`config.mk`:
```
export PLATFORM = sky130hd
export DESIGN_NAME = serial_tx_arbiter
export DESIGN_NICKNAME = d
export VERILOG_FILES = /design/src/rtl/serial_tx_arbiter.sv
export SDC_FILE = /design/constraint.sdc
export NUM_CORES = 1
export LEC_CHECK = 0
export ABC_AREA = 1
export BUFFER_PORTS_ARGS = -buffer_cell sky130_fd_sc_hd__buf_2
export CAP_MARGIN = 20
export CORE_MARGIN = 3
export CORE_UTILIZATION = 47
export DETAILED_ROUTE_END_ITERATION = 16
export MAX_ROUTING_LAYER = met4
export PLACE_DENSITY = 0.7
export SYNTH_ARGS = -nofsm -noshare
export SYNTH_HDL_FRONTEND = slang
export SYNTH_SLANG_ARGS = --single-unit
```
`constraint.sdc`:
```
create_clock -name clock -period 8.1 [get_ports clock]
set_clock_uncertainty 0.15 [all_clocks]
set_input_delay 1.215 -clock clock [delete_from_list [all_inputs] [get_ports clock]]
set_output_delay 1.215 -clock clock [all_outputs]
set_load 0.005 [all_outputs]
```
`src/rtl/serial_tx_arbiter.sv`:
```
// Round-robin arbiter that shares one serial frame transmitter among CHANNELS requesters.
// Each frame carries {channel ID, data}; a watchdog aborts a WAIT that never sees txDone.
module serial_tx_arbiter #(
    parameter int CHANNELS       = 4,
    parameter int DATA_WIDTH     = 14,
    parameter int ID_WIDTH       = $clog2(CHANNELS),
    parameter int GAP_CYCLES     = 16,
    parameter int TIMEOUT_CYCLES = 4096
) (
    input  logic                           clock,
    input  logic                           reset,
    input  logic [CHANNELS-1:0]            reqValid,
    input  logic [CHANNELS*DATA_WIDTH-1:0] reqData,
    output logic [CHANNELS-1:0]            reqReady,
    output logic                           frameStart,
    output logic [ID_WIDTH+DATA_WIDTH-1:0] frameData,
    input  logic                           txDone,
    output logic                           busy,
    output logic [ID_WIDTH-1:0]            activeChannel,
    output logic                           timeoutError
);

    typedef enum logic [1:0] {
        ST_IDLE   = 2'd0,
        ST_LAUNCH = 2'd1,
        ST_WAIT   = 2'd2,
        ST_GAP    = 2'd3
    } state_t;

    localparam int TO_W  = (TIMEOUT_CYCLES > 1) ? $clog2(TIMEOUT_CYCLES) : 1;
    localparam int GAP_W = (GAP_CYCLES > 1) ? $clog2(GAP_CYCLES) : 1;
    localparam logic [TO_W-1:0]  TO_LIMIT   = TO_W'(TIMEOUT_CYCLES - 1);
    localparam logic [GAP_W-1:0] GAP_LOAD   = GAP_W'((GAP_CYCLES > 0) ? (GAP_CYCLES - 1) : 0);
    localparam state_t           DONE_STATE = (GAP_CYCLES == 0) ? ST_IDLE : ST_GAP;

    state_t                  state_r;
    logic [ID_WIDTH-1:0]     last_r;
    logic [TO_W-1:0]         to_cnt_r;
    logic [GAP_W-1:0]        gap_cnt_r;

    logic [CHANNELS-1:0]     grant_s;
    logic [ID_WIDTH-1:0]     grant_id_s;
    logic [DATA_WIDTH-1:0]   grant_data_s;
    logic [ID_WIDTH-1:0]     idx_s;
    logic                    hit_s;
    logic                    found_s;
    logic                    accept_s;

    // Round-robin search starting one past the last served channel, with wrap-around.
    always_comb begin
        grant_s      = {CHANNELS{1'b0}};
        grant_id_s   = {ID_WIDTH{1'b0}};
        grant_data_s = {DATA_WIDTH{1'b0}};
        idx_s        = {ID_WIDTH{1'b0}};
        hit_s        = 1'b0;
        found_s      = 1'b0;
        for (int k = 1; k <= CHANNELS; k++) begin
            idx_s          = ID_WIDTH'((int'(last_r) + k) % CHANNELS);
            hit_s          = reqValid[idx_s] & ~found_s;
            grant_s[idx_s] = hit_s;
            grant_id_s     = hit_s ? idx_s : grant_id_s;
            grant_data_s   = hit_s ? reqData[idx_s*DATA_WIDTH +: DATA_WIDTH] : grant_data_s;
            found_s        = found_s | hit_s;
        end
    end

    assign reqReady = (state_r == ST_IDLE) ? grant_s : {CHANNELS{1'b0}};
    assign accept_s = (state_r == ST_IDLE) & found_s;

    // Frame sequencing FSM; txDone is only honoured in WAIT and beats the watchdog on a tie.
    always_ff @(posedge clock or posedge reset) begin
        if (reset) begin
            state_r       <= ST_IDLE;
            last_r        <= ID_WIDTH'(CHANNELS - 1);
            to_cnt_r      <= {TO_W{1'b0}};
            gap_cnt_r     <= {GAP_W{1'b0}};
            frameStart    <= 1'b0;
            frameData     <= {(ID_WIDTH+DATA_WIDTH){1'b0}};
            busy          <= 1'b0;
            activeChannel <= {ID_WIDTH{1'b0}};
            timeoutError  <= 1'b0;
        end else begin
            frameStart   <= 1'b0;
            timeoutError <= 1'b0;
            case (state_r)
                ST_IDLE: begin
                    if (accept_s) begin
                        frameData     <= {grant_id_s, grant_data_s};
                        activeChannel <= grant_id_s;
                        last_r        <= grant_id_s;
                        frameStart    <= 1'b1;
                        busy          <= 1'b1;
                        state_r       <= ST_LAUNCH;
                    end else begin
                        busy <= 1'b0;
                    end
                end
                ST_LAUNCH: begin
                    to_cnt_r <= {TO_W{1'b0}};
                    state_r  <= ST_WAIT;
                end
                ST_WAIT: begin
                    if (txDone || (to_cnt_r == TO_LIMIT)) begin
                        timeoutError <= ~txDone;
                        gap_cnt_r    <= GAP_LOAD;
                        busy         <= (DONE_STATE != ST_IDLE);
                        state_r      <= DONE_STATE;
                    end else begin
                        to_cnt_r <= to_cnt_r + TO_W'(1);
                    end
                end
                ST_GAP: begin
                    if (gap_cnt_r == {GAP_W{1'b0}}) begin
                        busy    <= 1'b0;
                        state_r <= ST_IDLE;
                    end else begin
                        gap_cnt_r <= gap_cnt_r - GAP_W'(1);
                    end
                end
                default: begin
                    busy    <= 1'b0;
                    state_r <= ST_IDLE;
                end
            endcase
        end
    end

endmodule

```
==> flow_summary.ini <==
[outcome]
status = completed

[layout]
final_net_count = 902
layout-drive-gt1-share_pct = 16.02
num_antenna_cells = 0
fillCellCount = 916
multiInputGateArea_mm2 = 0.002723
syn2layout_area_growth_pct = 10.34
finalCoreUtilization_pct = 54.34
seqCellArea_um2 = 978.4

[placement]
routabilityCongestion = 0.9303
portBuffers = 87
dp_hpwl_mm = 8.847

[logic_synthesis]
synthArstFlopShare_pct = 100.0
ys_types = 35
synth_edf_count = 0
synth_area_mm2 = 0.004358
synth_seq_cells = 39
synth_top_cell_by_area = nand2_1
syn-instance-count = 772
synthTopCellsByCount = nand2_1 (328), inv_1 (107), nand3_1 (92)
netlist.area_leader.share_pct = 28.25
synth_area_leaders = nand2_1 (28%), dfrtp_1 (21%), nand3_1 (11%)
yosysWarningCount = 0
synthFlopType = dfrtp_1
yosysSeqAreaShare_pct = 22.45
syn_avg_cell_area_um2 = 5.645
yosysMostFrequentCell = nand2_1
syn_nets = 845

[global_routing]
antenna_found_initial = 0
grt.total_usage_pct = 23.25
grt_max_degree = 93
gr-total-overflow = 0
grt_pass1_wl_mm = 19.52
grt_pass1_vias = 4327

[sta]
maxSlewHeadroom_pct = 48.41
fin_hold_ws_ns = 0.3314
period_share_pct = 62.73
max_freq_mhz = 196.8
setup-violations-final = 0
grt_setup_unrepaired = false
layout_min_cycle_time_ns = 5.081
hold_violations = 0
setup_tns_ns = 0
slew_violations = 0
tightestPinTransition_ns = 0.7739

[routing]
via_per_inst = 5.146
drc = 0
vias = 4827
routed_wl_mm = 11.64
drtPass1Iterations = 5
drt_iter0_drc = 322
post_drt_wl_per_cell_um = 12.41
ant_nets = 0

[clock_tree]
htreeDepth = 2
cts_tree = yes
clockBufferDepth = 2
cts_sinks = 39
cts_setup_buffers = 0
cts_inserted_buffers = 5
cts_hold_buf = 0
clk_pin_slew_ns = 0.08
clock_latency_ns = 0.29
cts_resized = 0
root_buffer = clkbuf_8

[die]
die_x_um = 102.3
coreArea_mm2 = 0.008848
initial_core_util_pct = 49.25
ios = 88
design.die.area_mm2 = 0.01046
num_rows = 34
die_h_um = 102.3

[power]
clkPwrFrac_pct = 6.2
comb_power_share_pct = 77.6
power_switching_uw = 1243
sw_frac_of_total_pct = 59.14
p_leak_uw = 0.002887
ir_drop_uv = 173.7
seqPwrFrac_pct = 16.2
p_int_uw = 858.7
power.density_mw_per_mm2 = 437.0

[setup_path]
crit_fanout = 92
cp_slowest_cell = buf_4
critPathBufInv = 4
cp-end-kind = output port
critPathRequiredTime_ns = 6.73
setup.worst_path.class = reg -> out
worst_setup_path_start_kind = register
path_delay_family = buffers and inverters
cp.arrival_ns = 3.72
reg2reg_slack_ns = 4.27
worst_path_largest_cell_delay_ns = 0.60
worstPathCellList = buf_4 > inv_6 > ha_1 > buf_4 > nand3_2 > nand2_4 > nor2_2 > nor2_1 > nor2_1 > nand2_1 > a21oi_1 > buf_2

[worst_hold_path]
hold_class = reg -> reg

[job]
max_cap_viol_count = 0
==> power groups by stage <==
| stage | Combinational [uW] | Clock (uW) | Sequential [uW] |
|---|---|---|---|
| after detailed placement | 1620 | 0 | 344 |
| after global placement | 1580 | 0 | 342 |
| final | 1630 | 130 | 341 |
| after global routing | 1870 | 141 | 354 |
| after floorplan | 1340 | 0 | 319 |
| after CTS | 1630 | 133 | 342 |
==> worst min-delay path, cell delays in order (launching register included) <==
cell and delay [ns]:
dfrtp_1 0.35, nand2_1 0.05, nand2_1 0.05
==> final timing paths <==
| check | start | end | depth (start not counted) |
|---|---|---|---|
| min in group asynchronous | reset | frameData[8] | 3 |
| worst min register to register | busy | busy | 2 |
| worst min-delay path | busy | busy | 2 |
| worst max-delay path | last_r[0] | reqReady[3] | 12 |
| worst max register to register | last_r[0] | frameData[15] | 12 |
| max in group asynchronous | reset | last_r[1] | 3 |
==> kinds of logic (layout without fill, tap and decap cells) <==
family                   Yosys count  count (layout)  synth area share, %
buffers and inverters            152             210                15.07
flip-flops                        39              39                22.45
adder cells (fa/ha/maj)           10              10                2.871
XOR/XNOR                           3               3               0.6030
AND/OR/NAND/NOR                  486             486                48.72
AO/OA/AOI/OAI                     82              82                10.28
==> layout by cell type, fill, tap and decap left out, types with 4 or more instances in the layout <==
master and n:
nand2_1 328, nor2_1 13, buf_2 87, o21ai_2 6, dfrtp_1 37, nand2_2 11, nand4_1 21, ha_1 10
clkbuf_8 5, buf_4 4, inv_1 107, a21oi_1 26, nand3_1 92, o21ai_0 41, nor3_1 7
==> state kept, by name, summed over array words and instances (netlist names) <==
name and count:
gap_cnt_r 4, timeoutError 1, last_r 2, state_r 2, to_cnt_r 12, busy 1, frameData 16, frameStart 1
==> per-layer routing <==
| layer | vias up | GRT usage [%] | wire (um) |
|---|---|---|---|
| li1 | 2520 | - | - |
| met1 | 2157 | 32.19 | 5558 |
| met3 | 11 | 2.799 | 644 |
| met2 | 139 | 37.68 | 5368 |
| met5 | - | - | 0 |
| met4 | 0 | 2.725 | 73 |
==> per-stage QoR <==
| stage | cells | worst slack (ns) | instance area, um^2 | power (uW) |
|---|---|---|---|---|
| 2_1_floorplan | 772 | 4.511 | 4358 | 1661 |
| 3_3_place_gp | 930 | 3.463 | 4723 | 1920 |
| 3_5_place_dp | 930 | 3.347 | 4723 | 1965 |
| 4_1_cts | 938 | 3.025 | 4808 | 2101 |
| 5_1_grt | 938 | 2.654 | 4808 | 2368 |
| 6_report | 938 | 3.019 | 4808 | 2101 |
==> layout make-up <==
class | instances | area share (%)
clock inverter | 2 | 0.2602
multi-input combinational | 581 | 56.62
timing repair buffer | 91 | 9.680
inverter | 111 | 8.769
clock buffer | 6 | 1.509
tap | 108 | 2.810
sequential | 39 | 20.35
No activity file was read; power rests on OpenSTA's default activity.
